[src/rtl/mem_resp_router.sv]
// Tracks issued icache/load memory requests by transaction tag and routes the returning data to its owner.
// Optional build macro MEM_RESP_STATS_EN adds per-owner response counters.
module mem_resp_router #(
    parameter int NUM_TAGS = 16
) (
    input  logic        clock,
    input  logic        reset,
    input  logic        icache_req_sent,
    input  logic        load_req_sent,
    input  logic        store_req_sent,
    input  logic [31:0] proc2mem_addr,
    input  logic [3:0]  mem2proc_transaction_tag,
    input  logic [63:0] mem2proc_data,
    input  logic [3:0]  mem2proc_data_tag,
    output logic        icache_resp_val,
    output logic [31:0] icache_resp_addr,
    output logic [63:0] icache_resp_data,
    output logic        load_resp_val,
    output logic [31:0] load_resp_addr,
    output logic [63:0] load_resp_data,
    output logic        icache_req_accepted,
    output logic        load_req_accepted,
    output logic [4:0]  outstanding,
    output logic        orphan_err
`ifdef MEM_RESP_STATS_EN
    ,
    output logic [31:0] icache_resp_cnt,
    output logic [31:0] load_resp_cnt
`endif
);

    // Responses are valid-only pulses with no ready: the consumer must take
    // a response in the single cycle its resp_val is high.
    localparam logic [4:0] TAG_LIMIT = 5'(NUM_TAGS);

    logic [NUM_TAGS-1:0] valid_q;
    logic [NUM_TAGS-1:0] valid_next;
    logic [NUM_TAGS-1:0] owner_load_q;
    logic [31:0]         addr_q [NUM_TAGS];

    logic       t_ok;
    logic       d_ok;
    logic       alloc;
    logic       d_tracked;
    logic       d_orphan;
    logic       overwrite;
    logic [4:0] count_next;

    assign t_ok = (mem2proc_transaction_tag != 4'd0) && ({1'b0, mem2proc_transaction_tag} < TAG_LIMIT);
    assign d_ok = (mem2proc_data_tag != 4'd0) && ({1'b0, mem2proc_data_tag} < TAG_LIMIT);

    // Stores never allocate: their data never comes back.
    assign alloc     = (icache_req_sent | load_req_sent) & t_ok;
    assign d_tracked = d_ok & valid_q[mem2proc_data_tag];
    assign d_orphan  = (mem2proc_data_tag != 4'd0) & ~d_tracked;
    assign overwrite = alloc & valid_q[mem2proc_transaction_tag]
                     & ~(d_tracked & (mem2proc_data_tag == mem2proc_transaction_tag));

    // A simultaneous icache+load issue is treated as a load.
    assign icache_req_accepted = icache_req_sent & ~load_req_sent & t_ok;
    assign load_req_accepted   = load_req_sent & t_ok;

    always_comb begin
        valid_next = valid_q;
        if (d_tracked) valid_next[mem2proc_data_tag] = 1'b0;
        if (alloc)     valid_next[mem2proc_transaction_tag] = 1'b1;
        count_next = 5'd0;
        for (int i = 1; i < NUM_TAGS; i++) begin
            count_next = count_next + 5'(valid_next[i]);
        end
    end

    always_ff @(posedge clock) begin
        if (alloc) begin
            owner_load_q[mem2proc_transaction_tag] <= load_req_sent;
            addr_q[mem2proc_transaction_tag]       <= proc2mem_addr;
        end
    end

    always_ff @(posedge clock) begin
        if (reset) begin
            valid_q          <= '0;
            outstanding      <= 5'd0;
            orphan_err       <= 1'b0;
            icache_resp_val  <= 1'b0;
            icache_resp_addr <= '0;
            icache_resp_data <= '0;
            load_resp_val    <= 1'b0;
            load_resp_addr   <= '0;
            load_resp_data   <= '0;
        end else begin
            valid_q     <= valid_next;
            outstanding <= count_next;
            if (d_orphan | overwrite) orphan_err <= 1'b1;
            // The response reads the pre-edge entry, so a same-tag re-allocate is safe.
            icache_resp_val  <= d_tracked & ~owner_load_q[mem2proc_data_tag];
            load_resp_val    <= d_tracked &  owner_load_q[mem2proc_data_tag];
            icache_resp_addr <= (d_tracked & ~owner_load_q[mem2proc_data_tag]) ? addr_q[mem2proc_data_tag] : '0;
            icache_resp_data <= (d_tracked & ~owner_load_q[mem2proc_data_tag]) ? mem2proc_data : '0;
            load_resp_addr   <= (d_tracked &  owner_load_q[mem2proc_data_tag]) ? addr_q[mem2proc_data_tag] : '0;
            load_resp_data   <= (d_tracked &  owner_load_q[mem2proc_data_tag]) ? mem2proc_data : '0;
        end
    end

`ifdef MEM_RESP_STATS_EN
    always_ff @(posedge clock) begin
        if (reset) begin
            icache_resp_cnt <= 32'd0;
            load_resp_cnt   <= 32'd0;
        end else begin
            icache_resp_cnt <= icache_resp_cnt + 32'(icache_resp_val);
            load_resp_cnt   <= load_resp_cnt + 32'(load_resp_val);
        end
    end
`endif

endmodule

[config.mk]
export PLATFORM = sky130hd
export DESIGN_NAME = mem_resp_router
export DESIGN_NICKNAME = d
export VERILOG_FILES = /design/src/rtl/mem_resp_router.sv
export SDC_FILE = /design/constraint.sdc
export NUM_CORES = 1
export LEC_CHECK = 0
export ABC_AREA = 1
export CORE_MARGIN = 3
export CORE_UTILIZATION = 60
export DETAILED_ROUTE_END_ITERATION = 16
export GPL_TIMING_DRIVEN = 0
export PLACE_DENSITY = 0.91
export SYNTH_ARGS = -nofsm -noshare
export SYNTH_HDL_FRONTEND = slang
export SYNTH_SLANG_ARGS = --single-unit
export TNS_END_PERCENT = 30
[constraint.sdc]
create_clock -name clock -period 11.44 [get_ports clock]
set_clock_uncertainty 0.2 [all_clocks]
set_input_delay 2.86 -clock clock [delete_from_list [all_inputs] [get_ports clock]]
set_output_delay 2.86 -clock clock [all_outputs]
set_load 0.02 [all_outputs]
==> flow_metrics.py <==
metrics = {
    "timing": {
        "setup_viol": 0,
        "slew-limit-headroom_pct": 30.7,
        "worst_pin_slew_ns": 1.04,
        "rsz0062_at_grt": "no",
        "min_period_ns": 8.58,
        "finalHoldViolations": 0,
        "setup_ws_ns": 2.86,
        "final.period_utilization_pct": 75.0,
        "hold_ws_ns": 0.246,
        "report.final.slew_viol_count": 0,
        "tns_ns": 0,
        "timing.fmax_ghz": 0.117,
    },
    "worst_setup_path": {
        "cp-start-kind": "primary input",
        "slowest_stage": "clkdlybuf4s50_1",
        "r2r-start": "valid_q[6]$_SDFF_PP0_",
        "cp-end-kind": "flip-flop",
        "rr_endpoint": "outstanding[1]$_SDFF_PP0_",
        "critPathRequiredTime_ns": 11.77,
        "path_max_fanout": 10,
        "r2r_setup_slack_ns": 7.29,
        "critPathCapture": "outstanding[1]$_SDFF_PP0_",
        "reg2reg_depth": 14,
        "crit_chain": "clkdlybuf4s50_1 -> inv_1 -> nor2_1 -> clkinv_1 -> clkbuf_1 -> o21ai_0 -> nand2_1 -> fa_1 -> inv_1 -> fa_1 -> inv_1 -> fa_1 -> inv_1 -> fa_1 -> inv_1 -> fa_1 -> inv_1 -> fa_1 -> nor2_1",
        "slowest_delay_ns": 0.70,
        "critPathArrivalTime_ns": 8.91,
        "critPathKind": "in2reg",
        "crit_start": "mem2proc_data_tag[3]",
    },
    "power_and_ir_drop": {
        "power_switching_uw": 1290,
        "pwr-share-seq_pct": 51.5,
        "p_total_uw": 5770,
        "power_density_mw_per_mm2": 174,
        "comb_power_share_pct": 6.4,
        "cellLeakagePower_uw": 0.0120,
        "vdd_drop_max_mv": 0.149,
        "swShare_pct": 22.4,
        "clkPwrFrac_pct": 42.1,
        "p_int_uw": 4470,
    },
    "finish": {
        "areaGrowthSynthToFinish_pct": 25.8,
        "fillers": 2335,
        "final_cells": 3096,
        "drive_gt1_share_pct": 8.29,
        "layout.nets": 2575,
    },
    "clocking": {
        "cts.repair.resized": 0,
        "holdBufCountCts": 0,
        "cts_buffers": 70,
        "cts_tree": "built",
        "cts_buffer_depth": 3,
        "clk_latency_ns": 0.62,
        "cts-htree-levels": 3,
        "cts_root_buf": "clkbuf_16",
        "path_clk_slew_ns": 0.07,
        "cts_setup_buffers": 0,
        "cts_sinks": 743,
    },
    "run": {
        "maxCapViolCount": 0,
    },
    "logic_synthesis": {
        "synth_area_per_cell_um2": 13.0,
        "yosysSeqAreaShare_pct": 76.6,
        "synth_area_mm2": 0.0263,
        "synthDistinctLibCells": 26,
        "yosys.area.top_type_share_pct": 60.2,
        "syn_inst": 2028,
        "synth_warnings": 0,
        "ys_top_cells_by_area": "edfxtp_1 (60%), dfxtp_1 (16%), nand2_1 (4.7%)",
        "ys_seq_elements": 743,
        "synth_top_cell_by_area": "edfxtp_1",
    },
    "route": {
        "route.detailed.drc": 0,
        "antenna_left": 0,
        "wl_met3_um": 10200,
        "wirelength_um": 80000,
        "routedWlPerCell_um": 25.8,
        "drt-vias-per-instance": 6.21,
        "drt-met1-wl_um": 26000,
        "dr_total_vias": 19200,
        "met2_length_um": 38700,
        "drtIter0Drc": 3100,
        "highest_layer": "met4",
        "drtPass1Iterations": 6,
    },
    "floorplanning": {
        "core.rowCount": 76,
        "die_area_mm2": 0.0464,
        "die_x_um": 216,
        "design.core.area_mm2": 0.0432,
        "die_h_um": 216,
        "start_util_pct": 61.0,
        "ioPinCount": 311,
    },
    "place": {
        "place_congestion": 0.886,
        "io_buffer_count": 306,
        "hpwl_um": 51300,
        "dp_slack_ns": 2.48,
        "place.detailed.instances": 2967,
    },
    "global_route": {
        "gr-total-overflow": 0,
        "grt_max_degree": 24,
        "grt_pass1_wl_um": 118000,
        "grt_use_total_pct": 34.0,
        "grt_pass1_vias": 19800,
        "antenna_found_initial": 0,
    },
    "outcome": {
        "status": "completed",
    },
    "hold_path": {
        "min_path_cells": 2,
        "hold_path.class": "reg2reg",
    },
}
per-stage QoR:
step | utilization [%] | cell area, um^2
2_1_floorplan | - | 26500
3_5_place_dp | 71.1 | 30700
4_1_cts | 76.7 | 33100
6_report | 76.7 | 33100
3_3_place_gp | 70.1 | 30300
5_1_grt | 76.7 | 33100
cell usage in the layout, fill, tap and decap left out, types with 4 or more instances in the layout:
master and instances:
dfxtp_1 215, clkbuf_1 70, nand4_1 7, nor2_2 11
nand3_1 205, bufinv_16 5, buf_16 6, inv_1 115
edfxtp_1 528, fa_1 10, clkbuf_8 12, buf_12 9
nand2_1 333, conb_1 34, buf_1 6, nor2_1 206
nor2_4 15, o21ai_0 19, buf_4 4, buf_2 35
inv_6 4, a21oi_1 15, clkbuf_16 76, clkdlybuf4s50_1 306
buf_6 7, a31oi_1 64, a22oi_1 128, clkinv_2 13
nor3_1 34
registers in the layout, indices dropped and copies added (netlist names):
register          cells
icache_resp_val       1
load_resp_data       64
icache_resp_addr     32
load_resp_addr       32
outstanding           4
addr_q              512
load_resp_val         1
icache_resp_data     64
orphan_err            1
valid_q              16
owner_load_q         16
cell families after synthesis:
family                     count (synthesis)  share of synthesized area (%)
buffers and inverters                    229                           3.69
AOI/OAI and AO/OA                        227                           5.85
xor gates and xnor gates                   3                         0.0998
adders and majority gates                 12                          0.855
and+or+nand+nor                          813                           12.9
other                                      1                         0.0142
DFF                                      743                           76.6
per-layer routing:
metal | global-route usage [%] | vias to the layer above
li1 | - | 7982
met1 | 40.3 | 9039
met2 | 57.3 | 1791
met3 | 8.59 | 408
met4 | 19.0 | 0
met5 | 0 | -
worst min-delay path by stage:
| stage | from | to | slack, ns |
|---|---|---|---|
| after floorplan | valid_q[0]$_SDFF_PP0_ | valid_q[0]$_SDFF_PP0_ | 0.22 |
| after global routing | valid_q[0]$_SDFF_PP0_ | valid_q[0]$_SDFF_PP0_ | 0.29 |
| after CTS | valid_q[0]$_SDFF_PP0_ | valid_q[0]$_SDFF_PP0_ | 0.25 |
| final | valid_q[0]$_SDFF_PP0_ | valid_q[0]$_SDFF_PP0_ | 0.25 |
| after detailed placement | valid_q[0]$_SDFF_PP0_ | valid_q[0]$_SDFF_PP0_ | 0.23 |
| after global placement | valid_q[0]$_SDFF_PP0_ | valid_q[0]$_SDFF_PP0_ | 0.23 |
area by class of cell:
| type | instances | area [um^2] | area share (%) |
|---|---|---|---|
| Timing Repair Buffer | 321 | 3410 | 10.3 |
| Multi-Input combinational cell | 1089 | 5440 | 16.4 |
| Tap cell | 585 | 732 | 2.21 |
| Antenna cell | 1 | 2.50 | 0.00756 |
| Buffer | 111 | 528 | 1.59 |
| Clock buffer | 100 | 2110 | 6.38 |
| Inverter | 118 | 443 | 1.34 |
| Sequential cell | 743 | 20200 | 60.9 |
| Clock inverter | 28 | 295 | 0.892 |
cells in the mapped netlist (all sizes together):
cell type    n
edfxtp     528
nand2      333
nor2       232
dfxtp      215
nand3      207
a22oi      128
inv        117
a31oi       64
clkbuf      59
buf         52
nor3        34
o21ai       19
a21oi       16
fa          10
nand4        7
xor2         3
ha           2
clkinv       1
conb         1
worst max-delay path, delay by kind of cell:
family          cells  cell delay, ns
simple gates        3            0.62
compound gates      1            0.40
fa+ha+maj           6            2.79
buf+inv             9            2.21
power by group through the flow:
stage | Clock [uW] | Sequential (uW) | Combinational [uW]
after detailed placement | 0 | 3030 | 349
final | 2430 | 2970 | 368
after global placement | 0 | 3030 | 324
after floorplan | 0 | 3030 | 159
after CTS | 2410 | 2970 | 355
after global routing | 2520 | 2980 | 387
Note: power is estimated with default switching activity, not from simulation.
